File: src/rtl/feature_store_writer_pkg.sv
// rtl/feature_store_writer_pkg.sv - shared word/layer constants, layer codes and code decoder (optional FEATURE_STORE_ERR_EN)
package feature_store_writer_pkg;

   localparam int DATA_LEN_DEF     = 8;
   localparam int ADDR_W_DEF       = 8;
   localparam int LAYER_STRIDE_DEF = 32;
   localparam int PHASE_STRIDE_DEF = 4;
   localparam int WORDS_PER_VEC    = 36;
   localparam int WORDS_PER_BEAT   = 9;

   localparam logic [3:0] LAYER0 = 4'd0;
   localparam logic [3:0] LAYER1 = 4'd1;
   localparam logic [3:0] LAYER2 = 4'd2;
   localparam logic [3:0] LAYER3 = 4'd3;
   localparam logic [3:0] AFFINE = 4'd4;

   typedef enum logic [1:0] {
      ST_IDLE,
      ST_WRITE,
      ST_DONE
   } wr_state_t;

   typedef struct packed {
      logic       valid;
      logic [2:0] index;
   } layer_sel_t;

   // Unknown codes fall back to region 0 with valid cleared
   function automatic layer_sel_t decode_layer(input logic [3:0] cs);
      layer_sel_t r;
      r.valid = 1'b1;
      r.index = 3'd0;
      case (cs)
         LAYER0:  r.index = 3'd0;
         LAYER1:  r.index = 3'd1;
         LAYER2:  r.index = 3'd2;
         LAYER3:  r.index = 3'd3;
         AFFINE:  r.index = 3'd4;
         default: begin
            r.valid = 1'b0;
            r.index = 3'd0;
         end
      endcase
      return r;
   endfunction

endpackage

File: src/rtl/feature_store_writer_if.sv
// rtl/feature_store_writer_if.sv - request and RAM write bus of the feature store writer (err exists with FEATURE_STORE_ERR_EN)
interface feature_store_writer_if
   import feature_store_writer_pkg::*;
#(
   parameter int DATA_LEN = DATA_LEN_DEF,
   parameter int ADDR_W   = ADDR_W_DEF
);
   logic                                start;
   logic [3:0]                          cs;
   logic [2:0]                          phase;
   logic [WORDS_PER_VEC*DATA_LEN-1:0]   d;
   logic                                ready;
   logic                                ram_we;
   logic [ADDR_W-1:0]                   ram_addr;
   logic [WORDS_PER_BEAT*DATA_LEN-1:0]  ram_d;
   logic                                done;
`ifdef FEATURE_STORE_ERR_EN
   logic                                err;
`endif

   modport master (
      output start, cs, phase, d,
      input  ready, ram_we, ram_addr, ram_d, done
`ifdef FEATURE_STORE_ERR_EN
      , input err
`endif
   );

   modport slave (
      input  start, cs, phase, d,
      output ready, ram_we, ram_addr, ram_d, done
`ifdef FEATURE_STORE_ERR_EN
      , output err
`endif
   );

endinterface

File: src/rtl/feature_store_writer_layer_phase_offset.sv
// rtl/feature_store_writer_layer_phase_offset.sv - layer/phase to RAM row base, shared with the fetch side
module feature_store_writer_layer_phase_offset
   import feature_store_writer_pkg::*;
#(
   parameter int ADDR_W       = ADDR_W_DEF,
   parameter int LAYER_STRIDE = LAYER_STRIDE_DEF,
   parameter int PHASE_STRIDE = PHASE_STRIDE_DEF
) (
   input  logic [3:0]        cs,
   input  logic [2:0]        phase,
   output logic [ADDR_W-1:0] base,
   output logic              valid
);

   layer_sel_t  sel;
   logic [31:0] sum;

   // Row base wraps modulo 2^ADDR_W; unknown codes land in region 0
   always_comb begin
      sel   = decode_layer(cs);
      sum   = 32'(sel.index) * 32'(LAYER_STRIDE) + 32'(phase) * 32'(PHASE_STRIDE);
      base  = sum[ADDR_W-1:0];
      valid = sel.valid;
   end

endmodule

File: src/rtl/feature_store_writer.sv
// rtl/feature_store_writer.sv - splits a 36-word vector into 4 RAM beats at the layer/phase row base (optional FEATURE_STORE_ERR_EN)
module feature_store_writer
   import feature_store_writer_pkg::*;
#(
   parameter int DATA_LEN     = DATA_LEN_DEF,
   parameter int ADDR_W       = ADDR_W_DEF,
   parameter int LAYER_STRIDE = LAYER_STRIDE_DEF,
   parameter int PHASE_STRIDE = PHASE_STRIDE_DEF
) (
   input logic                   clk,
   input logic                   rst,
   feature_store_writer_if.slave bus
);

   localparam int BEAT_W = WORDS_PER_BEAT * DATA_LEN;
   localparam int VEC_W  = WORDS_PER_VEC * DATA_LEN;

   wr_state_t          state;
   logic [1:0]         beat;
   logic [1:0]         beat_nxt;
   logic [VEC_W-1:0]   d_cap;
   logic [ADDR_W-1:0]  base_q;
   logic [ADDR_W-1:0]  base;
   logic               code_ok;

   feature_store_writer_layer_phase_offset #(
      .ADDR_W       (ADDR_W),
      .LAYER_STRIDE (LAYER_STRIDE),
      .PHASE_STRIDE (PHASE_STRIDE)
   ) u_offset (
      .cs    (bus.cs),
      .phase (bus.phase),
      .base  (base),
      .valid (code_ok)
   );

`ifndef FEATURE_STORE_ERR_EN
   logic unused_code_ok;
   assign unused_code_ok = code_ok;
`endif

   assign beat_nxt = beat + 2'd1;

   // Capture on start, emit one beat per cycle, then a single done cycle
   always_ff @(posedge clk) begin
      if (rst) begin
         state        <= ST_IDLE;
         beat         <= 2'd0;
         d_cap        <= '0;
         base_q       <= '0;
         bus.ready    <= 1'b1;
         bus.ram_we   <= 1'b0;
         bus.ram_addr <= '0;
         bus.ram_d    <= '0;
         bus.done     <= 1'b0;
`ifdef FEATURE_STORE_ERR_EN
         bus.err      <= 1'b0;
`endif
      end else begin
         case (state)
            ST_IDLE: begin
               if (bus.start) begin
                  d_cap     <= bus.d;
                  base_q    <= base;
                  beat      <= 2'd0;
                  bus.ready <= 1'b0;
`ifdef FEATURE_STORE_ERR_EN
                  if (!code_ok) begin
                     state    <= ST_DONE;
                     bus.done <= 1'b1;
                     bus.err  <= 1'b1;
                  end else
`endif
                  begin
                     state        <= ST_WRITE;
                     bus.ram_we   <= 1'b1;
                     bus.ram_addr <= base;
                     bus.ram_d    <= bus.d[BEAT_W-1:0];
                  end
               end
            end
            ST_WRITE: begin
               if (beat == 2'd3) begin
                  state      <= ST_DONE;
                  bus.ram_we <= 1'b0;
                  bus.done   <= 1'b1;
               end else begin
                  beat         <= beat_nxt;
                  bus.ram_addr <= base_q + ADDR_W'(beat_nxt);
                  bus.ram_d    <= d_cap[int'(beat_nxt) * BEAT_W +: BEAT_W];
               end
            end
            ST_DONE: begin
               state     <= ST_IDLE;
               beat      <= 2'd0;
               bus.done  <= 1'b0;
               bus.ready <= 1'b1;
`ifdef FEATURE_STORE_ERR_EN
               bus.err   <= 1'b0;
`endif
            end
            default: state <= ST_IDLE;
         endcase
      end
   end

endmodule

File: src/flat_wrapper.sv
// flat-port wrapper written by rule: the top's interface ports become plain ports
module feature_store_writer_flat import feature_store_writer_pkg::*;
#(
   parameter int DATA_LEN     = DATA_LEN_DEF,
   parameter int ADDR_W       = ADDR_W_DEF,
   parameter int LAYER_STRIDE = LAYER_STRIDE_DEF,
   parameter int PHASE_STRIDE = PHASE_STRIDE_DEF
)
  (clk, rst, bus_start, bus_cs, bus_phase, bus_d, bus_ready, bus_ram_we, bus_ram_addr, bus_ram_d, bus_done);
  feature_store_writer_if #(.DATA_LEN(DATA_LEN), .ADDR_W(ADDR_W)) bus_i ();
  input logic clk;
  input logic rst;
  input wire logic [$bits(bus_i.start)-1:0] bus_start;
  input wire logic [$bits(bus_i.cs)-1:0] bus_cs;
  input wire logic [$bits(bus_i.phase)-1:0] bus_phase;
  input wire logic [$bits(bus_i.d)-1:0] bus_d;
  output wire logic [$bits(bus_i.ready)-1:0] bus_ready;
  output wire logic [$bits(bus_i.ram_we)-1:0] bus_ram_we;
  output wire logic [$bits(bus_i.ram_addr)-1:0] bus_ram_addr;
  output wire logic [$bits(bus_i.ram_d)-1:0] bus_ram_d;
  output wire logic [$bits(bus_i.done)-1:0] bus_done;
  assign bus_i.start = bus_start;
  assign bus_i.cs = bus_cs;
  assign bus_i.phase = bus_phase;
  assign bus_i.d = bus_d;
  assign bus_ready = bus_i.ready;
  assign bus_ram_we = bus_i.ram_we;
  assign bus_ram_addr = bus_i.ram_addr;
  assign bus_ram_d = bus_i.ram_d;
  assign bus_done = bus_i.done;
  feature_store_writer #(.DATA_LEN(DATA_LEN), .ADDR_W(ADDR_W), .LAYER_STRIDE(LAYER_STRIDE), .PHASE_STRIDE(PHASE_STRIDE)) u_core (.clk(clk), .rst(rst), .bus(bus_i));
endmodule
File: config.mk
export PLATFORM = sky130hd
export DESIGN_NAME = feature_store_writer_flat
export DESIGN_NICKNAME = d
export VERILOG_FILES = /design/src/rtl/feature_store_writer_pkg.sv /design/src/rtl/feature_store_writer_if.sv /design/src/rtl/feature_store_writer_layer_phase_offset.sv /design/src/rtl/feature_store_writer.sv /design/src/flat_wrapper.sv
export SDC_FILE = /design/constraint.sdc
export NUM_CORES = 1
export LEC_CHECK = 0
export CORE_MARGIN = 3
export CORE_UTILIZATION = 25
export DETAILED_ROUTE_END_ITERATION = 7
export GPL_ROUTABILITY_DRIVEN = 0
export HOLD_SLACK_MARGIN = 0.08
export SLEW_MARGIN = 20
export SYNTH_ARGS = -nofsm -noshare
export SYNTH_HDL_FRONTEND = slang
export SYNTH_SLANG_ARGS = --single-unit
File: constraint.sdc
create_clock -name clk -period 2.1 [get_ports clk]
set_input_delay 0.42 -clock clk [delete_from_list [all_inputs] [get_ports clk]]
set_output_delay 0.42 -clock clk [all_outputs]
set_load 0.01 [all_outputs]
==> metrics.txt <==
status complete, no violations; CP bufs+invs 1; period utilisation layout 0.955; Post-DRT Antenna Nets 0; std cell rows 91; # nets final 2499; Final setup viols 0; Post-synth EDFFs 0; Clock H-tree levels 2; CTS sink cnt 381; clock-pin slew on the worst setup and hold paths 0.05 ns; Final Hold Vio Count 0; most frequent cell after synthesis nand2_1; Hold Path Sink u_core.d_cap[230]$_SDFFE_PP0P_; switching share of power 0.249; core box area 0.0621 mm²; DRC Markers 0; Seq/Total Area, Yosys 0.483; Max-Cap Viols 0; largest net degree at the start of global routing 73; synthesized area per cell 8.47 µm²; worst path required time 1.68 ns; LEAKAGE 8.22 nW; Inst Count DP 2991; CP top delay family buffers and inverters; drt first-iter violations 1059; CTS root buffer clkbuf_16; synth top area cells dfxtp_1 (48%), nand2_1 (14%), a21oi_1 (12%), mux2_2 (10%), a222oi_1 (4.5%); Worst Hold Depth 2; Synth Flop Type dfxtp_1; PD cells 835 mW/mm²; max-slew violation count 0; Total GRT Usage 0.159; Reg power frac 0.423; IO buf count 380; post-synth top area share 0.483; die height 257 µm; CTS tree yes; Netlist cell types 33; FFs w/ async S/R, synth 0; crit path cell chain clkdlybuf4s50_1; DR WL/cell 17.9 µm; first-pass GRT wire length 84.5 mm; Die W 257 µm; Vias 15011; f_max 0.498 GHz; Fin Hold WS 0.312 ns; Crit Reg-Reg Startpoint u_core.beat[0]$_SDFFE_PP0P_; critical path depth in cells 1; CP peak stage delay 0.71 ns; post-DP HPWL 38.4 mm; Worst path slowest cell clkdlybuf4s50_1; layout cells sized above 1 0.138; PnR worst setup slack 0.0939 ns; peak supply drop 543 µV; DRT Wirelength 55.0 mm; Yosys top cell by area dfxtp_1; Logic pwr share 0.157; reg-to-reg setup timing slack 0.13 ns; Tmin final 2.01 ns; Yosys reg bits 381; Least-Margin Pin Slew 0.535 ns; Final TNS setup 0 ns; total die area 0.0662 mm²; Hold Startpoint rst; clk_skew 0.0160 ns; RSZ-0062 raised after global routing no; Post-synth top cells nand2_1 (588), dfxtp_1 (381), a21oi_1 (379); non-filler cells in the finished layout 3074; DP Worst Slack -0.0349 ns; boundary pin count 381; post-synthesis cell area 0.0158 mm²; remaining global-route overflow 0; CP endpoint kind primary output; Worst R2R Path Depth 5; Worst-Skew Late Latency 0.54 ns; Synth Net Count 2163; initial antenna violation count 6; area delta synth->final 42.5%; YS warnings 0; worst r2r dst u_core.bus.ram_d[63]$_SDFFE_PP0P_; critical path type register to primary output; Clock Path Buffers 3; overall power 0.0188 W; CTS Buf Count 44; synthesized instance count 1864; class of the worst hold path primary input to register; DR pass1 iterations 8; drt via density 4.88; Int Pwr 0.0141 W; Worst setup SP type register; vias in the first global route 15171; Worst slew margin 0.643; Clock power frac 0.420; NetSw 0.00468 W; crit path DAT 1.59 ns; Worst Path Max Fanout 2; starting density of the core 0.254
how the worst max path moves through the flow:
| stage | from | endpoint | slack, ns |
|---|---|---|---|
| after global routing | u_core.bus.done$_SDFFE_PP0P_ | bus_done | 0.02 |
| after floorplan | u_core.beat[0]$_SDFFE_PP0P_ | u_core.bus.ram_d[0]$_SDFFE_PP0P_ | 0.51 |
| after detailed placement | bus_start | u_core.d_cap[115]$_SDFFE_PP0P_ | -0.03 |
| after CTS | u_core.bus.done$_SDFFE_PP0P_ | bus_done | 0.03 |
| final | u_core.bus.ram_we$_SDFFE_PP0P_ | bus_ram_we | 0.09 |
| after global placement | bus_start | u_core.d_cap[115]$_SDFFE_PP0P_ | 0.02 |
flip-flops by register name (all words and copies together), names as in the netlist:
name / cells
u_core.base_q: 6
u_core.beat: 2
u_core.bus.done: 1
u_core.bus.ram_addr: 8
u_core.bus.ram_d: 72
u_core.bus.ram_we: 1
u_core.bus.ready: 1
u_core.d_cap: 288
u_core.state: 2
per-stage QoR:
stage               cell area (µm²)   util
global route                  22500  0.362
floorplan                     15800      -
global placement              21000  0.338
finish                        22500  0.362
CTS                           22500  0.362
detailed placement            21000  0.338
layer usage:
metal,routed length [µm],GRT usage
met5,11,0
met1,24000,0.206
met2,25800,0.262
met3,3860,0.0345
met4,1390,0.0545
logic make-up after synthesis:
kind of cell	share of synthesized area
and+or+nand+nor	0.150
AOI/OAI and AO/OA	0.209
DFF	0.483
buffers and inverters	0.0519
muxes	0.105
adders and majority gates	0.000793
power groups by stage:
stage	registers, W	logic (W)	clock network, W
final	0.00795	0.00295	0.00787
after global routing	0.00799	0.00319	0.00835
after CTS	0.00794	0.00296	0.00809
after detailed placement	0.00810	0.00294	0
after global placement	0.00808	0.00291	0
after floorplan	0.00808	0.00137	0
cell usage in the layout (no fill, tap or decap), types with 2 or more instances in the layout:
cell type,count
clkdlybuf4s50_1,379
clkinvlp_4,3
diode_2,6
nor3b_1,3
nor2_1,4
mux2i_1,3
a222oi_1,71
a21oi_1,379
dfxtp_1,380
clkbuf_16,45
a31oi_1,2
buf_12,37
mux2_2,144
o21ai_0,9
clkbuf_8,9
clkbuf_1,9
nand2_1,588
clkinv_2,4
a211oi_1,77
bufinv_16,5
buf_4,48
nand3_1,3
inv_1,3
nand2b_1,2
area by class of cell:
type | count | area (µm²)
Multi-Input combinational cell | 1304 | 7360
Timing Repair Buffer | 466 | 4920
Antenna cell | 6 | 15.0
Inverter | 3 | 11.3
Clock inverter | 14 | 210
Clock buffer | 63 | 1280
Tap cell | 837 | 1050
Sequential cell | 381 | 7630
Fill cell | 6230 | 39600
what timing repair did:
item / in CTS / in global routing
setup buffers: 0 / 0
resized for setup: 0 / 1
hold buffers: 0 / 0
endpoints found under the setup margin: 0 / 1
worst register-to-register path, stage by stage (launching register included):
cell and delay (ns):
dfxtp_4 0.38, buf_12 0.28, buf_4 0.33, mux2_2 0.34
a222oi_1 0.37, a211oi_1 0.13
Power figures use the tool's default switching activity.
